File: src/rtl/ok_snapshot_pager_if.sv
// Host-facing bundle of the snapshot pager: live channels in, wireIn control
// word in, paged wireOut data, status word and board LEDs out.
interface ok_snapshot_pager_if #(
  parameter int NUM_CH  = 16,
  parameter int NUM_OUT = 5
);
  logic [16*NUM_CH-1:0]  ch_data;
  logic [15:0]           ep_ctrl;
  logic [16*NUM_OUT-1:0] ep_out;
  logic [15:0]           ep_status;
  logic [7:0]            led;

  modport master (output ch_data, output ep_ctrl,
                  input  ep_out,  input  ep_status, input led);
  modport slave  (input  ch_data, input  ep_ctrl,
                  output ep_out,  output ep_status, output led);
endinterface

File: src/rtl/ok_snapshot_pager.sv
// Snapshot-coherent paged status bridge: captures every channel on one edge,
// then loads one page of words into the wireOut bank under a req/ack handshake.
module ok_snapshot_pager #(
  parameter int NUM_CH  = 16,
  parameter int NUM_OUT = 5
) (
  input  logic               clock,
  input  logic               reset,
  ok_snapshot_pager_if.slave bus
);

  localparam int         NUM_PAGES   = (NUM_CH + NUM_OUT - 1) / NUM_OUT;
  localparam logic [4:0] NUM_PAGES_W = 5'(NUM_PAGES);
  localparam logic [3:0] LAST_WORD   = 4'(NUM_OUT - 1);
  localparam logic [8:0] NUM_OUT_W   = 9'(NUM_OUT);

  typedef enum logic [1:0] {
    S_IDLE,
    S_CAPTURE,
    S_LOAD,
    S_ACK
  } state_t;

  state_t      state, next_state;
  logic [15:0] snap     [NUM_CH];
  logic [15:0] out_bank [NUM_OUT];
  logic [7:0]  seq;
  logic [3:0]  page_q;
  logic        page_err;
  logic [3:0]  word_idx;

  logic        req;
  logic        load_only;
  logic        page_ok;
  logic [8:0]  rd_idx;
  logic [15:0] load_word;
  logic        ack;
  logic        busy;
  logic [15:0] status_w;

  assign req       = bus.ep_ctrl[0];
  assign load_only = bus.ep_ctrl[1];

  // NOTE: sequential state uses non-blocking (<=) so every register samples
  // pre-edge values regardless of process ordering.
  always_ff @(posedge clock) begin
    if (reset) state <= S_IDLE;
    else       state <= next_state;
  end

  // NOTE: next_state gets a default before the case so no path infers a latch.
  always_comb begin
    next_state = state;
    unique case (state)
      S_IDLE:    if (req) next_state = load_only ? S_LOAD : S_CAPTURE;
      S_CAPTURE: next_state = S_LOAD;
      S_LOAD:    if (word_idx == LAST_WORD) next_state = S_ACK;
      S_ACK:     if (!req) next_state = S_IDLE;
      default:   next_state = S_IDLE;
    endcase
  end

  // Out-of-range pages and indices past the last channel both read as zero.
  always_comb begin
    rd_idx    = 9'(page_q) * NUM_OUT_W + 9'(word_idx);
    page_ok   = {1'b0, page_q} < NUM_PAGES_W;
    load_word = '0;
    for (int k = 0; k < NUM_CH; k++) begin
      if (page_ok && rd_idx == 9'(k)) load_word = snap[k];
    end
  end

  // NOTE: the snapshot and output banks are register arrays, not RAM, and
  // must be cleared on reset because the host can re-page them in mode 1.
  always_ff @(posedge clock) begin
    if (reset) begin
      for (int k = 0; k < NUM_CH; k++)  snap[k]     <= '0;
      for (int j = 0; j < NUM_OUT; j++) out_bank[j] <= '0;
      seq      <= '0;
      page_q   <= '0;
      page_err <= 1'b0;
      word_idx <= '0;
    end else begin
      unique case (state)
        S_IDLE: begin
          word_idx <= '0;
          if (req) begin
            page_q   <= bus.ep_ctrl[11:8];
            page_err <= 1'b0;
          end
        end
        S_CAPTURE: begin
          for (int k = 0; k < NUM_CH; k++) snap[k] <= bus.ch_data[16*k +: 16];
          seq <= seq + 8'd1;
        end
        S_LOAD: begin
          for (int j = 0; j < NUM_OUT; j++) begin
            if (word_idx == 4'(j)) out_bank[j] <= load_word;
          end
          word_idx <= word_idx + 4'd1;
          if (!page_ok) page_err <= 1'b1;
        end
        default: ;
      endcase
    end
  end

  // Every output derives from registers only; no input reaches an output
  // combinationally.
  assign ack      = (state == S_ACK);
  assign busy     = (state == S_CAPTURE) || (state == S_LOAD);
  assign status_w = {seq, page_q, 1'b0, page_err, busy, ack};

  for (genvar j = 0; j < NUM_OUT; j++) begin : g_out
    assign bus.ep_out[16*j +: 16] = out_bank[j];
  end

  assign bus.ep_status = status_w;
  assign bus.led       = ~status_w[7:0];

endmodule

File: src/flat_wrapper.sv
// flat-port wrapper written by rule: the top's interface ports become plain ports
module ok_snapshot_pager_flat 
#(
  parameter int NUM_CH  = 16,
  parameter int NUM_OUT = 5
)
  (clock, reset, bus_ch_data, bus_ep_ctrl, bus_ep_out, bus_ep_status, bus_led);
  ok_snapshot_pager_if #(.NUM_CH(NUM_CH), .NUM_OUT(NUM_OUT)) bus_i ();
  input  logic clock;
  input  logic reset;
  input wire logic [$bits(bus_i.ch_data)-1:0] bus_ch_data;
  input wire logic [$bits(bus_i.ep_ctrl)-1:0] bus_ep_ctrl;
  output wire logic [$bits(bus_i.ep_out)-1:0] bus_ep_out;
  output wire logic [$bits(bus_i.ep_status)-1:0] bus_ep_status;
  output wire logic [$bits(bus_i.led)-1:0] bus_led;
  assign bus_i.ch_data = bus_ch_data;
  assign bus_i.ep_ctrl = bus_ep_ctrl;
  assign bus_ep_out = bus_i.ep_out;
  assign bus_ep_status = bus_i.ep_status;
  assign bus_led = bus_i.led;
  ok_snapshot_pager #(.NUM_CH(NUM_CH), .NUM_OUT(NUM_OUT)) u_core (.clock(clock), .reset(reset), .bus(bus_i));
endmodule
File: config.mk
export PLATFORM = sky130hd
export DESIGN_NAME = ok_snapshot_pager_flat
export DESIGN_NICKNAME = d
export VERILOG_FILES = /design/src/rtl/ok_snapshot_pager_if.sv /design/src/rtl/ok_snapshot_pager.sv /design/src/flat_wrapper.sv
export SDC_FILE = /design/constraint.sdc
export NUM_CORES = 1
export LEC_CHECK = 0
export BUFFER_PORTS_ARGS = -buffer_cell sky130_fd_sc_hd__clkbuf_2
export CELL_PAD_IN_SITES_DETAIL_PLACEMENT = 2
export CELL_PAD_IN_SITES_GLOBAL_PLACEMENT = 2
export CORE_ASPECT_RATIO = 0.7
export CORE_MARGIN = 3
export CORE_UTILIZATION = 29
export CTS_CLUSTER_SIZE = 40
export DETAILED_ROUTE_END_ITERATION = 8
export PLACE_DENSITY = 0.73
export SYNTH_ARGS = -nofsm -noshare
export SYNTH_HDL_FRONTEND = slang
export SYNTH_SLANG_ARGS = --single-unit
File: constraint.sdc
create_clock -name clock -period 8.7 [get_ports clock]
set_input_delay 1.305 -clock clock [delete_from_list [all_inputs] [get_ports clock]]
set_output_delay 1.305 -clock clock [all_outputs]
set_load 0.005 [all_outputs]
# ---- After elaboration in Yosys (flattened, before gate mapping)
# Memories as Yosys holds them, arrays and structs flattened.
# Index checks and enable logic that the tools add are counted.
dict set report op_classes {
  n_addsub 3
  n_mul 1
  magnitude_cmp 1
  n_eq_ne 26
  muxes 71
  bitwise 22
  n_reduce_logical 24
}
# op count
set op_table {}
lappend op_table {{$mux 16} 37}
lappend op_table {{$eq 9x4->1 const B} 8}
lappend op_table {{$eq 9x3->1 const B} 4}
lappend op_table {{$mux 1} 27}
lappend op_table {{$or 1x1->1} 21}
lappend op_table {{$eq 9x2->1 const B} 2}
lappend op_table {{$logic_and 1x1->1} 16}
lappend op_table {{$eq 9x1->1 const B} 1}
lappend op_table {{$logic_not 9->1} 1}
lappend op_table {{$add 7x4->8} 1}
lappend op_table {{$add 8x1->8 const B} 1}
lappend op_table {{$eq 4x2->1 const B} 2}
lappend op_table {{$mux 2} 4}
lappend op_table {{$not 8->8} 1}
lappend op_table {{$pmux 2 s4} 1}
lappend op_table {{$pmux 4 s2} 1}
lappend op_table {{$mul 4x3->7 const B} 1}
lappend op_table {{$ne 2x2->1 const B} 3}
lappend op_table {{$reduce_and 3->1} 2}
lappend op_table {{$add 4x1->4 const B} 1}
lappend op_table {{$eq 2x2->1 const B} 2}
lappend op_table {{$eq 4x1->1 const B} 1}
lappend op_table {{$eq 4x3->1 const B} 1}
lappend op_table {{$logic_not 4->1} 1}
lappend op_table {{8 further kinds} 8}
dict set report word_totals {
  reg_bits 19
  mem_bits_rw 336
  in_bits 274
  wordCells 155
  mem_count 2
}
# memory depth width rd rd_clocked_by_memory_dff write_ports line_no
set mem_list {}
lappend mem_list {u_core.snap 16 16 16 0 16 ok_snapshot_pager.sv:25} ;# logic [15:0] snap [NUM_CH];
lappend mem_list {u_core.out_bank 5 16 5 0 5 ok_snapshot_pager.sv:26} ;# logic [15:0] out_bank [NUM_OUT];

# ---- Longest topological paths before layout
# Gate-level depths: netlist of run 1.
dict set report logic_depth {
  depth_word 21
  mapped_depth 12
}

# ---- Least setup slack after synthesis of run 1
# Ideal clock, no wire load.
dict set report synth_timing {
  path_type {in2reg}
  start {input reset}
  end {memory u_core.snap[0][0] (enable)}
  setup_time_ps 511
  t_arrival_ps 4706
  path_slack_ps 3483
  path_stages 2
  cell_sequence {clkbuf_1 -> or2_2}
}
# item line_no
set synth_lines {}
lappend synth_lines {{start: declaration} flat_wrapper.sv:10} ;# input logic reset;
lappend synth_lines {{end: declaration} ok_snapshot_pager.sv:25}

==> results of run 1 <==
-- metal layers --
| layer | part of all wire, % | global-route usage [%] |
|---|---|---|
| met3 | 4.6 | 3.59 |
| met2 | 49 | 34.4 |
| met1 | 44 | 27.5 |
| met4 | 2.5 | 6.59 |
| met5 | 0.043 | 0 |
-- power by group through the flow --
| stage | Combinational (mW) | Sequential, mW | Clock, mW |
|---|---|---|---|
| 3_5_place_dp | 1.63 | 2.51 | 0 |
| 5_1_grt | 1.77 | 2.51 | 1.77 |
| 4_1_cts | 1.64 | 2.49 | 1.71 |
| 6_report | 1.63 | 2.49 | 1.68 |
| 3_3_place_gp | 1.57 | 2.48 | 0 |
| 2_1_floorplan | 0.924 | 2.48 | 0 |
-- worst min-delay path: cells and delay by family (launching register included) --
family          cells  cell delay (ps)
flops               1              330
compound gates      2              140
-- cells by family (layout without fill, tap and decap cells) --
kind of cell	count (synthesis)	after routing	synth area share [%]
DFF	355	355	65.8
muxes	19	19	1.89
other	2	11	0.0472
and+or+nand+nor	470	470	17.3
buffers and inverters	90	469	2.47
adders and majority gates	23	23	1.90
AOI/OAI and AO/OA	225	225	10.1
xor gates and xnor gates	9	9	0.542
-- through the flow --
stage	instances	hold slack [ps]	power (mW)	util (%)
after CTS	2302	517	5.84	36.5
after floorplan	1193	474	3.41	-
after global routing	2311	572	6.05	36.6
after detailed placement	2234	505	4.15	34.3
after global placement	2234	470	4.05	34.3
final	2311	509	5.79	36.6
-- area by class of cell --
cell class              count  area, µm²  area share, %
flip-flops and latches    355      10500           53.0
multi-input cells         748       5080           25.7
repair buffers            384       1970           9.98
clock buffers              45        998           5.05
well taps                 730        913           4.62
clock inverters            23        233           1.18
inverters                  17       63.8          0.323
diodes                      9       22.5          0.114
-- flip-flops by register name, indices dropped and copies added (netlist names) --
register,count
u_core.out_bank,80
u_core.page_err,1
u_core.page_q,4
u_core.seq,8
u_core.snap,256
u_core.state,2
u_core.word_idx,4
-- synth_stat cells (5+ instances only) --
library cell / n / area share [%]
edfxtp_1: 336 / 63
and2_1: 163 / 6.4
nor2b_1: 101 / 4.0
nand2_1: 63 / 1.5
clkbuf_1: 51 / 1.2
o21ai_0: 49 / 1.5
a21oi_1: 46 / 1.4
nor2_1: 45 / 1.1
ha_1: 21 / 1.7
dfxtp_1: 19 / 2.4
nand3_1: 18 / 0.57
inv_1: 17 / 0.40
nor3_1: 17 / 0.53
o22ai_1: 14 / 0.55
o221ai_1: 12 / 0.66
a22oi_1: 11 / 0.52
buf_2: 11 / 0.35
a32oi_1: 8 / 0.44
mux2_2: 8 / 0.57
mux4_2: 8 / 1.1
o2bb2ai_1: 8 / 0.44
a211oi_1: 7 / 0.33
a21o_1: 7 / 0.33
a221oi_1: 7 / 0.39
buf_4: 7 / 0.33
or2_2: 7 / 0.28
nand4_1: 6 / 0.24
nor4_1: 6 / 0.24
xor2_1: 6 / 0.33
a31oi_1: 5 / 0.20
nand2b_1: 5 / 0.20
-- worst min path at each step --
stage,startpoint,endpoint,depth (start not counted)
after floorplan,u_core.seq[7],u_core.seq[7],2
after global placement,u_core.seq[7],u_core.seq[7],2
after detailed placement,u_core.seq[5],u_core.seq[5],2
after CTS,u_core.seq[5],u_core.seq[5],2
after global routing,u_core.seq[7],u_core.seq[7],2
final,u_core.seq[5],u_core.seq[5],2
==> impl_metrics.toml, run 1 <==
[critical_path]
critical_path.reg2reg.startpoint = "u_core.page_q[1]"
crit_path_frequent_cell = "ha_1"
crit_path_end_kind = "flop"
worst_path_max_delay_cell = "o32ai_1"
worstPathArrival_ps = 5720
timing.critical_path.max_delay_family = "compound AO/OA/AOI/OAI gates"
crit_buf_inv = 1
cp_data_required_time_ps = 8930
crit_chain = "ha_1, fa_1, ha_1, a211oi_1, a311oi_4, nor3_2, buf_4, nand2_1, o22ai_1, o32ai_1"
critical_path.reg2reg.endpoint = "u_core.out_bank[0][36]"
crit_cells = 10
timing.critical_path.fanout_max = 16
worst_setup_path_startpoint = "u_core.page_q[1]"
timing.setup.critical_path_class = "reg2reg"
worstSetupStartpointType = "flop"
cp-endpoint = "u_core.out_bank[0][36]"
r2r.worst_path.cells = 10
r2r_slack_ps = 3210
critPathMaxStageDelay_ps = 950

[drt]
final_antenna_net_count = 0
avgRoutedWirePerCell_um = 26.4
route.vias.total = 11600
total_routed_length_mm = 61.0
first_pass_iters = 5
number_of_vias_per_cell_after_detailed_routing = 5.02
drcViolationCount = 0
detail_route.iter0.violations = 931

[floorplan]
top_level_ports = 378
fp-row-count = 71
die_x_um = 286
die_h_um = 202
core_area_um2 = 54000
floorplan.initialDensity_pct = 29.5
fp.dieArea_um2 = 57800

[synthesis]
synth_area_per_cell_um2 = 13.3
number_of_flops_mapped_to_enable_cells_by_yosys = 336
ys_seq_elements = 355
syn-cell-area_um2 = 15900
syn-instance-count = 1193
yosysWarningCount = 0
synth-main-ff-cell = "edfxtp_1"
synth_async_sr_flop_share_pct = 0
synthDistinctLibCells = 85
synth.yosys.seq_area_share_pct = 65.8
syn_nets = 1490

[power_and_ir_drop]
total_leakage_power_nw = 7.68
p_sw_share_pct = 34.4
p_comb_share_pct = 28.2
clkPwrFrac_pct = 28.9
pwr_density_cell_nw_per_um2 = 293
internal_power_mw = 3.80
switchingPower_mw = 1.99
ir_drop_uv = 115
power.sequential.fraction_pct = 42.9

[final_layout]
post_route_cells_drive_above_1_share_pct = 31.2
layout.nets = 1842
layout.cell_area.non_filler_um2 = 19800
layout-area-overhead-vs-synth_pct = 24.1
filler_cell_count = 5662
mostFrequentLayoutCells = "clkbuf_2 (364), edfxtp_1 (336), and2_1 (163), nor2b_1 (100), nand2_1 (63)"
commonest_non_fill_non_tap_cell_in_the_layout = "clkbuf_2"

[cts]
post_cts.repair.setup_buffers = 0
post_cts_resized = 0
clk_root_buffer_cell = "clkbuf_16"
cts.sink_count = 355
clk_pin_slew_ps = 60
cts.htree.levels = 2
cts-buffers-inserted = 39
clock_latency_ps = 580
clock_tree_from_tritoncts = "yes"
post_cts_hold_buffer_count = 0
clk_path_buf_depth = 3

[sta]
timing.final.hold_violations = 0
final_period_minus_worst_setup_slack_ps = 5490
setup_viol = 0
transition_time_of_the_tightest_slew_check_pin_ps = 1310
worst_clock_skew_on_the_final_layout_ps = 31.1
maxSlewHeadroom_pct = 12.2
rsz0062_at_grt = "false"
final.setup.tns_ps = 0
fmax_mhz = 182
final_period_util_pct = 63.1
layout_setup_ws_ps = 3210
finalMaxSlewViolations = 0

[grt]
grt_pass1_vias = 12700
grt_overflow = 0
initial_antenna_violation_count = 15
global_route.usage.total_pct = 20.7
largest_net_degree_at_the_start_of_global_routing = 99
wire_length_of_the_first_global_routing_pass_mm = 87.6

[flow_run]
max-cap-violations = 0

[status]
run_status = "finished clean"

[place]
port_buffers = 365
place_congestion = 0.812
dp.final_hpwl_mm = 44.7
pre_cts_ws_ps = 3170
dpl_cell_area_um2 = 18500

[worst_hold_path]
worstHoldPathType = "reg2reg"
(Power assumes the default switching activity.)
==> inputs of run 2 (changes only) <==
- clock period: 8.7 -> 5.7 ns (I/O delays scaled with it)
==> run 2 against run 1 <==
  * Sequential share of layout area fell by 0.20 points
  * Setup slack worse by 2700 ps
  * Via count is 0.83% higher
  * Total power rose by 53%
  * Maximum frequency increased by 6.0%
  * Clock power increased by 52%
  * Final area rose by 0.39%
  * Register-to-register slack worse by 2700 ps
  * First-iteration DRC count grew 6.0%
  * Sequential power increased by 52%
  * Utilization up 0.14 points
  * Combinational power rose by 54%
  * Critical endpoint unchanged
==> impl_metrics.toml, run 2 (synthesis gave the netlist of run 1 again) <==
[cts]
cts.htree.levels = 2
post_cts.repair.setup_buffers = 0
clk_path_buf_depth = 3
clk_pin_slew_ps = 70
post_cts_resized = 0
cts.sink_count = 355
post_cts_hold_buffer_count = 0
cts-buffers-inserted = 40
clk_root_buffer_cell = "clkbuf_16"
clock_tree_from_tritoncts = "yes"
clock_latency_ps = 580

[worst_hold_path]
holdCritStartpoint = "u_core.seq[7]"
timing.hold.worst_path_depth = 2
min_to = "u_core.seq[7]"
worstHoldPathType = "reg2reg"

[critical_path]
timing.critical_path.fanout_max = 17
worstPathArrival_ps = 5410
crit_path_end_kind = "flop"
r2r.worst_path.cells = 11
worstSetupStartpointType = "flop"
timing.setup.critical_path_class = "reg2reg"
cp_data_required_time_ps = 5930
critical_path.reg2reg.endpoint = "u_core.out_bank[0][36]"
r2r_slack_ps = 520
critical_path.reg2reg.startpoint = "u_core.page_q[3]"

[final_layout]
largest_register_ffs = 256
largest_registers = "u_core.snap: 256 flops, u_core.out_bank: 80 flops, u_core.seq: 8 flops"
filler_cell_count = 5698
post_route_cells_drive_above_1_share_pct = 31.5
commonest_non_fill_non_tap_cell_in_the_layout = "clkbuf_2"
largest_register = "u_core.snap"
layout-area-overhead-vs-synth_pct = 24.6
layout.cell_area.non_filler_um2 = 19800
layout.nets = 1848
mostFrequentLayoutCells = "clkbuf_2 (364), edfxtp_1 (336), and2_1 (163), nor2b_1 (100), nand2_1 (63)"

[sta]
final.setup.tns_ps = 0
final_period_util_pct = 90.9
worst_clock_skew_on_the_final_layout_ps = 33.9
rsz0062_at_grt = "false"
setup_viol = 0
timing.final.hold_violations = 0
final_period_minus_worst_setup_slack_ps = 5180
fmax_mhz = 193
maxSlewHeadroom_pct = 18.1
finalMaxSlewViolations = 0
transition_time_of_the_tightest_slew_check_pin_ps = 1220

[drt]
total_routed_length_mm = 60.5
drcViolationCount = 0
detail_route.iter0.violations = 987
final_antenna_net_count = 0
avgRoutedWirePerCell_um = 26.1
drt-met1-wl_mm = 26.3
route.vias.total = 11700
routed-wl-met3_mm = 3.00
number_of_vias_per_cell_after_detailed_routing = 5.04
detailroute.wirelength.met2_mm = 29.8
first_pass_iters = 5
top_signal_layer_used = "met5"

[place]
place_congestion = 0.828
port_buffers = 365
dp.final_hpwl_mm = 44.4
dpl_cell_area_um2 = 18600

[flow_run]
max-cap-violations = 0

[floorplan]
fp.dieArea_um2 = 57800
top_level_ports = 378
die_h_um = 202
floorplan.initialDensity_pct = 29.5
die_x_um = 286
fp-row-count = 71
core_area_um2 = 54000

[grt]
largest_net_degree_at_the_start_of_global_routing = 119
grt_overflow = 0
global_route.usage.total_pct = 20.5
grt_pass1_vias = 12700
initial_antenna_violation_count = 15
wire_length_of_the_first_global_routing_pass_mm = 86.9

[power_and_ir_drop]
switchingPower_mw = 3.04
clkPwrFrac_pct = 28.8
p_sw_share_pct = 34.4
p_comb_share_pct = 28.3
total_leakage_power_nw = 7.71
pwr_density_cell_nw_per_um2 = 446
ir_drop_uv = 202
internal_power_mw = 5.81
power.sequential.fraction_pct = 42.8

[status]
run_status = "finished clean"
[run 2: changes by cell type in the layout (fill, tap and decap cells not counted)]
cell	delta
buf_12	+2
buf_4	+3
bufinv_16	-2
clkbuf_1	+2
clkbuf_16	+2
clkinv_1	-2
clkinv_2	+1
clkinvlp_4	+2
diode_2	-1
inv_8	+1
nor3b_1	+1
nor3b_2	-1
[run 2: how the worst max path moves through the flow]
| stage | start | to | cells past startpoint |
|---|---|---|---|
| 2_1_floorplan | reset | u_core.snap[0][0] | 2 |
| 3_3_place_gp | u_core.page_q[3] | u_core.out_bank[0][68] | 11 |
| 3_5_place_dp | u_core.page_q[3] | u_core.out_bank[0][4] | 11 |
| 4_1_cts | u_core.page_q[3] | u_core.out_bank[0][20] | 11 |
| 5_1_grt | u_core.page_q[3] | u_core.out_bank[0][20] | 11 |
| 6_report | u_core.page_q[3] | u_core.out_bank[0][36] | 11 |
[run 2: layer usage]
layer  track usage [%]  vias up
met2              34.1      334
met4              6.10        6
li1                  -     5176
met5                 0        -
met3              3.62       86
met1              27.3     6092
[run 2: critical path, cell delays in order, from the launching register on]
cell and delay [ps]:
dfxtp_1 310, buf_4 260, ha_1 290, fa_1 450, ha_1 400, nor2b_1 200, a311oi_4 870, nand2b_1 470
o211a_1 250, a222oi_1 150, o211a_1 320, o32ai_1 870
[run 2: power groups by stage]
| stage | logic [mW] | clock network (mW) | registers [mW] |
|---|---|---|---|
| after floorplan | 1.41 | 0 | 3.79 |
| after global placement | 2.42 | 0 | 3.79 |
| after detailed placement | 2.51 | 0 | 3.84 |
| after global routing | 2.71 | 2.71 | 3.84 |
| final | 2.51 | 2.55 | 3.79 |
| after CTS | 2.52 | 2.62 | 3.79 |
[run 2: layout make-up]
class | instances | area, µm² | share of cell area, %
flip-flops and latches | 355 | 10500 | 52.8
repair buffers | 389 | 2030 | 10.3
multi-input cells | 748 | 5080 | 25.6
clock buffers | 49 | 1060 | 5.32
well taps | 730 | 913 | 4.61
inverters | 17 | 63.8 | 0.322
clock inverters | 23 | 196 | 0.990
diodes | 8 | 20.0 | 0.101
[run 2: per-stage QoR]
| step | hold WS (ps) | instances | util, % | total power [mW] | worst slack [ps] |
|---|---|---|---|---|---|
| 2_1_floorplan | 474 | 1193 | - | 5.20 | 933 |
| 3_3_place_gp | 473 | 2239 | 34.4 | 6.21 | 858 |
| 3_5_place_dp | 500 | 2239 | 34.4 | 6.35 | 610 |
| 4_1_cts | 508 | 2311 | 36.7 | 8.93 | 575 |
| 5_1_grt | 532 | 2319 | 36.7 | 9.26 | 308 |
| 6_report | 497 | 2319 | 36.7 | 8.85 | 519 |
